**src/rtl/sram_pkg.sv**
```systemverilog
// sram_pkg: shared FSM state encoding and address-map constants for the SRAM controller.
package sram_pkg;
  typedef enum logic [1:0] {IDLE, LOW, HIGH, DONE} state_e;
  localparam logic [31:0] DATA_BASE = 32'd1024;
  localparam logic HALF_LO = 1'b0;
  localparam logic HALF_HI = 1'b1;
endpackage

```
**src/rtl/sram_wait_counter.sv**
```systemverilog
// sram_wait_counter: loadable 4-bit down-counter; last_o marks the final cycle of a half-word access.
module sram_wait_counter (
  input  logic       clk,
  input  logic       rst,
  input  logic       load_i,
  input  logic [3:0] load_val_i,
  output logic       last_o
);
  logic [3:0] cnt_q, cnt_d;
  always_comb cnt_d = load_i ? load_val_i : (cnt_q != 4'd0) ? cnt_q - 4'd1 : cnt_q;
  always_ff @(posedge clk or negedge rst)
    if (!rst) cnt_q <= 4'd0;
    else cnt_q <= cnt_d;
  assign last_o = cnt_q == 4'd1;
endmodule

```
**src/rtl/sram_controller.sv**
```systemverilog
// sram_controller: serves 32-bit MEM-stage word requests as two half-word accesses
// on a 16-bit asynchronous SRAM, holding ready low until the word is complete.
module sram_controller #(
  parameter int          SRAM_ADDR_W = 18,
  parameter int          WAIT_CYCLES = 2,
  parameter logic [31:0] DATA_BASE   = sram_pkg::DATA_BASE
) (
  input  logic                   clk,
  input  logic                   rst,
  input  logic                   rd_en,
  input  logic                   wr_en,
  input  logic [31:0]            address,
  input  logic [31:0]            write_data,
  output logic [31:0]            read_data,
  output logic                   ready,
  output logic [SRAM_ADDR_W-1:0] sram_addr,
  output logic [15:0]            sram_dq_out,
  input  logic [15:0]            sram_dq_in,
  output logic                   sram_dq_oe,
  output logic                   sram_we_n
);
  import sram_pkg::*;
  state_e                 state_q;
  logic                   wr_q, oe_q, we_n_q, last, load;
  logic [31:0]            off, rdata_q;
  logic [15:0]            dq_q;
  logic [SRAM_ADDR_W-1:0] addr_q, addr_lo, addr_hi;
  logic                   unused_bits;
  assign off         = address - DATA_BASE;
  assign unused_bits = ^{off[31:SRAM_ADDR_W+1], off[1:0]};
  assign addr_lo     = {off[SRAM_ADDR_W:2], HALF_LO};
  assign addr_hi     = {off[SRAM_ADDR_W:2], HALF_HI};
  assign load        = (state_q == IDLE && (rd_en | wr_en)) || (state_q == LOW && last);
  sram_wait_counter u_wait (
    .clk        (clk),
    .rst        (rst),
    .load_i     (load),
    .load_val_i (4'(WAIT_CYCLES)),
    .last_o     (last)
  );
  // Pins are registered so address, data and we_n only move on clock edges.
  always_ff @(posedge clk or negedge rst)
    if (!rst) begin
      state_q <= IDLE;
      wr_q    <= 1'b0;
      addr_q  <= '0;
      dq_q    <= 16'd0;
      oe_q    <= 1'b0;
      we_n_q  <= 1'b1;
      rdata_q <= 32'd0;
    end else begin
      case (state_q)
        IDLE: if (rd_en | wr_en) begin
          state_q <= LOW;
          wr_q    <= wr_en;
          addr_q  <= addr_lo;
          dq_q    <= wr_en ? write_data[15:0] : 16'd0;
          oe_q    <= wr_en;
          we_n_q  <= !wr_en;
        end
        LOW: if (last) begin
          state_q <= HIGH;
          addr_q  <= addr_hi;
          dq_q    <= wr_q ? write_data[31:16] : 16'd0;
          if (!wr_q) rdata_q[15:0] <= sram_dq_in;
        end
        HIGH: if (last) begin
          state_q <= DONE;
          addr_q  <= '0;
          dq_q    <= 16'd0;
          oe_q    <= 1'b0;
          we_n_q  <= 1'b1;
          if (!wr_q) rdata_q[31:16] <= sram_dq_in;
        end
        default: state_q <= IDLE;
      endcase
    end
  assign ready       = (state_q == IDLE) ? !(rd_en | wr_en) : (state_q == DONE);
  assign read_data   = rdata_q;
  assign sram_addr   = addr_q;
  assign sram_dq_out = dq_q;
  assign sram_dq_oe  = oe_q;
  assign sram_we_n   = we_n_q;
endmodule

```
**config.mk**
```make
export PLATFORM = sky130hd
export DESIGN_NAME = sram_controller
export DESIGN_NICKNAME = d
export VERILOG_FILES = /design/src/rtl/sram_pkg.sv /design/src/rtl/sram_wait_counter.sv /design/src/rtl/sram_controller.sv
export SDC_FILE = /design/constraint.sdc
export NUM_CORES = 1
export LEC_CHECK = 0
export CORE_ASPECT_RATIO = 1.25
export CORE_MARGIN = 2
export CORE_UTILIZATION = 45
export DETAILED_ROUTE_END_ITERATION = 6
export GPL_TIMING_DRIVEN = 0
export MAX_ROUTING_LAYER = met4
export PLACE_DENSITY_LB_ADDON = 0.08
export SETUP_SLACK_MARGIN = 0.5
export SYNTH_ARGS = -nofsm -noshare
export SYNTH_HDL_FRONTEND = slang
export SYNTH_HIERARCHICAL = 1
export SYNTH_SLANG_ARGS = --single-unit
```
**constraint.sdc**
```tcl
create_clock -name clk -period 4.73 [get_ports clk]
set_clock_uncertainty 0.15 [all_clocks]
set_input_delay 1.1825 -clock clk [delete_from_list [all_inputs] [get_ports clk]]
set_output_delay 1.1825 -clock clk [all_outputs]
set_load 0.1 [all_outputs]
```
# [Word-level counts from Yosys, hierarchy flattened]
# Cells that the tools add are included.
[totals] n_memories=0 mem_bits_rw=0 mem_bits_ro=0 latchBits=0 word_cells=59 regBits=75 inputBits=84
[classes] n_div=0 n_eq_ne=7 mul=0 n_reduce_logical=16 addsub=2 n_shift=0 n_lt_le_gt_ge=0 bitwise=2 mux=23
[ops] op="$mux 16" n=5
[ops] op="$mux 18" n=3
[ops] op="$pmux 18 s3" n=1
[ops] op="$pmux 16 s3" n=1
[ops] op="$sub 19x11->19 const B" n=1
[ops] op="$reduce_and 3->1" n=4
[ops] op="$mux 4" n=2
[ops] op="$mux 2" n=3
[ops] op="$pmux 2 s3" n=1
[ops] op="$mux 1" n=5
[ops] op="$eq 2x2->1 const B" n=2
[ops] op="$eq 4x1->1 const B" n=1
[ops] op="$ne 2x2->1 const B" n=2
[ops] op="$pmux 1 s2" n=2
[ops] op="$reduce_and 4->1" n=1
[ops] op="$reduce_bool 2->1" n=2
[ops] op="$reduce_bool 4->1" n=1
[ops] op="$sub 4x1->4 const B" n=1
[ops] op="$reduce_bool 3->1" n=1
[ops] op="$eq 2x1->1 const B" n=1
[ops] op="$logic_and 1x1->1" n=2
[ops] op="$logic_not 1->1" n=2
[ops] op="$logic_not 2->1" n=1
[ops] op="$ne 2x1->1 const B" n=1
[ops] op="other kinds (4)" n=4

# [Depth between registers and ports, before layout]
# Gate-level depths: netlist (run 1).
[logic_depth] ltp_word=4 mapped_depth=9

# [Modules after synthesis]
# Netlist (run 1), hierarchy kept.
[modules_own_cells] module="sram_controller" seq_area_each_um2=1778.0 cells_each=254 area_per_inst_um2=3045.4 n_inst=1
[modules_own_cells] module="sram_wait_counter" seq_area_each_um2=100.1 cells_each=25 area_per_inst_um2=257.7 n_inst=1

# [Least setup slack after synthesis (run 1)]
# OpenSTA, ideal clock, no wires.
[synth_timing] kind="flip-flop to output port" startpoint="register state_q[0]" endpoint="output port ready" setup_slack_ns=0.536 path_buffers=0 stages_incl_launch_ff=4 arrival_ns=2.861 cell_sequence="dfrtp_1 -> inv_1 -> ha_1 -> o21ai_0"
[synth_between] elab_chain_cells=2
[synth_lines] item="start, declared" line_no="sram_controller.sv:23" rtl="state_e state_q;"
[synth_lines] item="start signal, assigned" line_no="sram_controller.sv:44" rtl="state_q <= IDLE;"
[synth_lines] item="start signal, assigned" line_no="sram_controller.sv:54" rtl="state_q <= LOW;"
[synth_lines] item="start signal, assigned" line_no="sram_controller.sv:62" rtl="state_q <= HIGH;"
[synth_lines] item="$eq 2x2->1 or $logic_not 2->1 (tied branches)" line_no="sram_controller.sv:78" rtl="assign ready = (state_q == IDLE) ? !(rd_en | wr_en) : (state_q == DONE);"
[synth_lines] item="$mux 1 (*)" line_no="sram_controller.sv:78"
[synth_lines] item="end, declared" line_no="sram_controller.sv:15" rtl="output logic ready,"
# Every way passes the cells marked *; elsewhere a longest branch is shown, timed or not.

# [Worst setup path after layout (run 1)]
[layout_timing] startpoint="input port wr_en" endpoint="output port ready"
[layout_between] elab_chain_cells=3
[layout_lines] item="start, declared" line_no="sram_controller.sv:11" rtl="input logic wr_en,"
[layout_lines] item="$or 1x1->1" line_no="sram_controller.sv:78"
[layout_lines] item="$logic_not 1->1" line_no="sram_controller.sv:78"
[layout_lines] item="$mux 1" line_no="sram_controller.sv:78"
# No other way between the ends.

==> results of run 1 <==
-- cells by family (layout without fill, tap and decap cells) --
kind of cell               count (synthesis)  in the layout  synth area share (%)
buffers and inverters                     24            177                  3.45
DFF                                       75             75                  56.9
other                                      2              4                 0.227
muxes                                     33             33                  11.2
AOI/OAI and AO/OA                         52             52                  11.9
and+or+nand+nor                           74             74                  10.2
adders and majority gates                 10             10                  3.79
xor gates and xnor gates                   9              9                  2.39
-- synthesized netlist by cell type (all sizes together) --
library cell  number  area [µm²]
xor2               2        17.5
and3               1        6.26
nor4               1        6.26
clkbuf             6        22.5
mux2i              1        10.0
o211a              1        10.0
or4                1        11.3
or2                1        6.26
dfrtp             74        1850
dfstp              1        26.3
o211ai             1        12.5
nand3b             1        7.51
inv                9        33.8
a221oi            16         140
conb               2        7.51
mux2              32         360
o22a               1        8.76
or3b               1        11.3
nor3               1        5.00
a22o              11        96.3
buf                9        57.6
nor3b              4        41.3
nand2b             1        6.26
nor2b              1        6.26
o21a               1        7.51
xnor2              7        61.3
o21ai             16        83.8
o31ai              3        22.5
nor2              37         139
nand2             23        86.3
a21oi              2        10.0
ha                10         125
nand3              1        5.00
-- flip-flops by register name, summed over array words and instances, names as in the netlist --
name,cells
read_data,32
sram_addr,18
sram_dq_oe,1
sram_dq_out,16
sram_we_n,1
state_q,2
u_wait/cnt_q,4
wr_q,1
-- final cells by class --
cell class | instances | area share, %
well taps | 90 | 2.26
inverters | 9 | 0.677
flip-flops and latches | 75 | 37.6
clock buffers | 11 | 2.83
multi-input cells | 182 | 26.4
repair buffers | 138 | 28.0
clock inverters | 4 | 0.552
plain buffers | 15 | 1.60
-- routing by layer --
metal,up-vias,share of wire (%)
li1,1280,-
met1,1289,42
met2,88,50
met3,8,5.9
met4,0,1.4
met5,-,0
-- critical path, delay by kind of cell --
| family | cells | cell delay (ns) |
|---|---|---|
| buffers and inverters | 2 | 1.07 |
| AND/OR/NAND/NOR | 1 | 0.44 |
| AO/OA/AOI/OAI | 1 | 0.11 |
-- worst min path at each step --
stage / startpoint / endpoint / slack, ns / cells after the start
after floorplan: wr_q / wr_q / 0.31 / 2
after global placement: sram_addr[0] / sram_addr[0] / 0.31 / 2
after detailed placement: sram_addr[9] / sram_addr[9] / 0.32 / 2
after CTS: sram_addr[0] / sram_addr[0] / 0.34 / 2
after global routing: sram_addr[0] / sram_addr[0] / 0.36 / 2
final: sram_addr[0] / sram_addr[0] / 0.33 / 2
-- stage by stage --
stage	utilization (%)	cell area (µm²)	setup TNS (ns)	hold WS, ns	instances
2_1_floorplan	-	3310	0	0.312	281
3_3_place_gp	68.3	4790	-17.37	0.311	508
3_5_place_dp	68.7	4820	0	0.321	509
4_1_cts	71.1	4990	0	0.338	524
5_1_grt	71.1	4990	0	0.361	524
6_report	71.1	4990	0	0.333	524
==> flow_summary.json, run 1 <==
{
  "end_kind": "output pin",
  "final_common_cell": "clkdlybuf4s50_1",
  "relSlewSlack_pct": 32.4,
  "grt_max_degree": 53,
  "startpoint_type": "input pin",
  "cts_htree_levels": 3,
  "crit_start": "wr_en",
  "pin_count": 153,
  "grt_overflow": 0,
  "synth_cells": 279,
  "grt_pass1_vias": 2599,
  "drt-total-wl_mm": 7.88,
  "final_nets": 524,
  "port-buffer-count": 137,
  "post-place-ws_ns": 0.0244,
  "initial_core_util_pct": 47.1,
  "gr-usage-met1_pct": 24.9,
  "ys_types": 37,
  "crit_end": "ready",
  "dpl.hpwl_mm": 6.09,
  "fin_crit_ns": 4.14,
  "num-fill-cells": 530,
  "antenna_found_initial": 0,
  "clk_latency_ns": 0.33,
  "postRouteAntennaNets": 0,
  "die_h_um": 99.8,
  "fmax_ghz": 0.242,
  "rsz0062_at_grt": "false",
  "setup_violations": 0,
  "hp-class": "reg -> reg",
  "synth_area_um2": 3300,
  "firstDrtPassIters": 5,
  "grt.busiest_layer": "met2",
  "final_cell_mix": "clkdlybuf4s50_1 (135), dfrtp_1 (74), nor2_1 (37), mux2_2 (32), nand2_1 (23)",
  "synth.avg_cell_area_um2": 11.8,
  "cap_violations": 0,
  "crit_chain": "clkdlybuf4s50_1, or3b_4, o21ai_0, clkdlybuf4s15_2",
  "insertedDiodeCount": 0,
  "grtUsageMet3_pct": 4.50,
  "timing.final.ws_setup_ns": 0.592,
  "syn2layout_area_growth_pct": 51.1,
  "numCtsBuffers": 9,
  "grt_pass1_wl_mm": 12.3,
  "drc": 0,
  "post_drt_wl_per_cell_um": 15.0,
  "cts_resized": 4,
  "dieArea_um2": 8050,
  "multiInputGateArea_um2": 1320,
  "synth.yosys.seq_area_share_pct": 56.9,
  "critPathRequiredTime_ns": 3.40,
  "cts_sinks": 75,
  "tightest_slew_ns": 1.01,
  "viasPerCell": 5.09,
  "clk_pin_slew_ns": 0.07,
  "die_w_um": 80.6,
  "max_stage_delay_ns": 0.59,
  "grt_usage_pct": 20.6,
  "arrival_ns": 2.81,
  "yosys_register_bits": 75,
  "dr.first_iter.drc_count": 73,
  "critPathKind": "in -> out",
  "status": "finished, final reports clean",
  "reg2reg_slack_ns": 2.42,
  "r2r_cells": 9,
  "tritoncts": "yes",
  "cts_hold_buf": 0,
  "core_um2": 7020,
  "final_max_slew_viol_count": 0,
  "cts_setup_buffers": 0,
  "worst-path-max-fanout": 5,
  "finalWeightedCongestion": 0.728,
  "met2_usage_pct": 34.1,
  "seqCellArea_um2": 1880,
  "r2r_start": "u_wait/cnt_q[1]",
  "row_count": 34,
  "hold_viol": 0,
  "finalCritPeriodShare_pct": 87.5,
  "cts_root_buffer": "clkbuf_8",
  "yosys_warnings": 6,
  "r2r_end": "read_data[10]",
  "drive_gt1_share_pct": 15.0,
  "crit_path_top_delay_cell": "clkdlybuf4s15_2",
  "vias": 2665,
  "cts_buffer_depth": 2
}
Power of run 1 is left out: the tool's default activity adds up to more than one toggle a clock period on the data nets, which glitch-free logic cannot reach.
==> inputs of run 2 (changes only) <==
Settings changed: CAP_MARGIN set to 20.
==> results of run 2 <==
Final layout, timing and power as in run 1 (identical DEF).
Power of run 2 is left out for the same reason.
==> inputs of run 3 (changes only) <==
Settings changed: PLACE_DENSITY set to 0.86, PLACE_DENSITY_LB_ADDON 0.08 to not set, SLEW_MARGIN set to 30.
==> run 3 against run 2 <==
  * Non-clock buffer count unchanged
  * Critical path type unchanged
  * Final cell count increased by 0.19%
  * Critical path depth unchanged
  * Clock-buffer cell count increased by 1
  * Setup slack got worse by 0.0023 ns
  * Routed wire length increased by 5.1%
  * Sequential cell count unchanged
  * Final area increased by 1.2%
  * Core utilization increased by 0.84 points
==> flow_summary.json, run 3 (synthesized netlist as in run 1, its figures left out) <==
{
  "postRouteAntennaNets": 0,
  "arrival_ns": 2.81,
  "dr_wl_met2_mm": 4.27,
  "post_drt_wl_per_cell_um": 15.8,
  "hp-class": "reg -> reg",
  "initial_core_util_pct": 47.1,
  "crit_family": "buffers and inverters",
  "dpl_cell_area_um2": 4820,
  "firstDrtPassIters": 4,
  "cap_violations": 0,
  "cts_setup_buffers": 0,
  "end_kind": "output pin",
  "dpl.hpwl_mm": 6.23,
  "setup_violations": 0,
  "layoutNonFillerInstCount": 525,
  "status": "finished, final reports clean",
  "grt_pass1_wl_mm": 13.1,
  "grt_usage_pct": 21.6,
  "max_stage_delay_ns": 0.59,
  "crit_buf_inv": 2,
  "fin_area_um2": 5050,
  "crit_path_top_delay_cell": "clkdlybuf4s15_2",
  "core_um2": 7020,
  "antenna_found_initial": 0,
  "syn2layout_area_growth_pct": 52.8,
  "cts_sinks": 75,
  "die_w_um": 80.6,
  "dieArea_um2": 8050,
  "relSlewSlack_pct": 30.1,
  "drc": 0,
  "insertedDiodeCount": 0,
  "startpoint_type": "input pin",
  "grt_max_degree": 53,
  "worst-path-max-fanout": 5,
  "finalWeightedCongestion": 0.855,
  "largest_reg_flops": 32,
  "final_common_cell": "clkdlybuf4s50_1",
  "cts_buffer_depth": 2,
  "tightest_slew_ns": 1.05,
  "met3_length_um": 476,
  "critPathRequiredTime_ns": 3.40,
  "m1WireLength_mm": 3.30,
  "numCtsBuffers": 9,
  "drive_gt1_share_pct": 15.2,
  "final_cell_mix": "clkdlybuf4s50_1 (135), dfrtp_1 (74), nor2_1 (37), mux2_2 (32), nand2_1 (23)",
  "finalCritPeriodShare_pct": 87.5,
  "dp_cells": 509,
  "tritoncts": "yes",
  "pin_count": 153,
  "grt_overflow": 0,
  "die_h_um": 99.8,
  "vias": 2714,
  "dr.max_layer_used": "met4",
  "viasPerCell": 5.17,
  "clk_pin_slew_ns": 0.07,
  "num-fill-cells": 520,
  "clk_latency_ns": 0.33,
  "row_count": 34,
  "cts_root_buffer": "clkbuf_8",
  "critPathKind": "in -> out",
  "dr.first_iter.drc_count": 110,
  "fin_crit_ns": 4.14,
  "drt-total-wl_mm": 8.28,
  "final_max_slew_viol_count": 0,
  "crit_chain": "clkdlybuf4s50_1, or3b_4, o21ai_0, clkdlybuf4s15_2",
  "hold_viol": 0,
  "cts_htree_levels": 3,
  "final_nets": 524,
  "rsz0062_at_grt": "false",
  "grt_pass1_vias": 2761,
  "fmax_ghz": 0.242,
  "cts_hold_buf": 0,
  "port-buffer-count": 137
}
## run 3: worst paths after layout
kind | cells past startpoint | slack (ns) | to | start
worst max-delay path | 4 | 0.59 | ready | wr_en
worst min-delay path | 2 | 0.34 | sram_addr[16] | sram_addr[16]
worst max register to register | 9 | 2.36 | read_data[13] | u_wait/cnt_q[1]
worst min register to register | 2 | 0.34 | sram_addr[16] | sram_addr[16]
max in group asynchronous | 2 | 3.23 | sram_we_n | rst
min in group asynchronous | 1 | 0.59 | sram_addr[9] | rst
## run 3: layout make-up
type,instances,area [µm²],area share (%)
multi-input cells,182,1320,26.1
plain buffers,15,80.1,1.59
well taps,90,113,2.23
clock inverters,4,72.6,1.44
clock buffers,12,155,3.07
inverters,9,33.8,0.669
repair buffers,138,1400,27.7
flip-flops and latches,75,1880,37.2
## run 3: repair_timing
item | CTS | global route
gates resized for setup | 4 | 0
setup endpoints to repair | 1 | 0
hold endpoints to repair | 0 | 0
## run 3: worst reg2reg max path: stages (launching register included)
cell and delay [ns]:
dfrtp_1 0.38, inv_1 0.11, ha_1 0.16, nor3b_1 0.16, buf_2 0.21, nand2_1 0.09
or2_2 0.29, buf_2 0.18, buf_2 0.22, mux2_2 0.30
## run 3: per-stage QoR
step	hold WS [ns]	utilization (%)	TNS, ns	worst slack (ns)
2_1_floorplan	0.312	-	0	0.536
3_3_place_gp	0.310	68.3	-11.35	-0.158
3_5_place_dp	0.332	68.7	0	0.0250
4_1_cts	0.348	71.9	0	0.583
5_1_grt	0.361	71.9	0	0.511
6_report	0.342	71.9	0	0.590
## run 3: routing by layer
metal	global-route usage (%)	vias to the layer above
met2	35.9	103
li1	-	1275
met3	4.14	21
met4	9.78	0
met1	25.5	1315
met5	-	-
Power of run 3 is left out for the same reason.
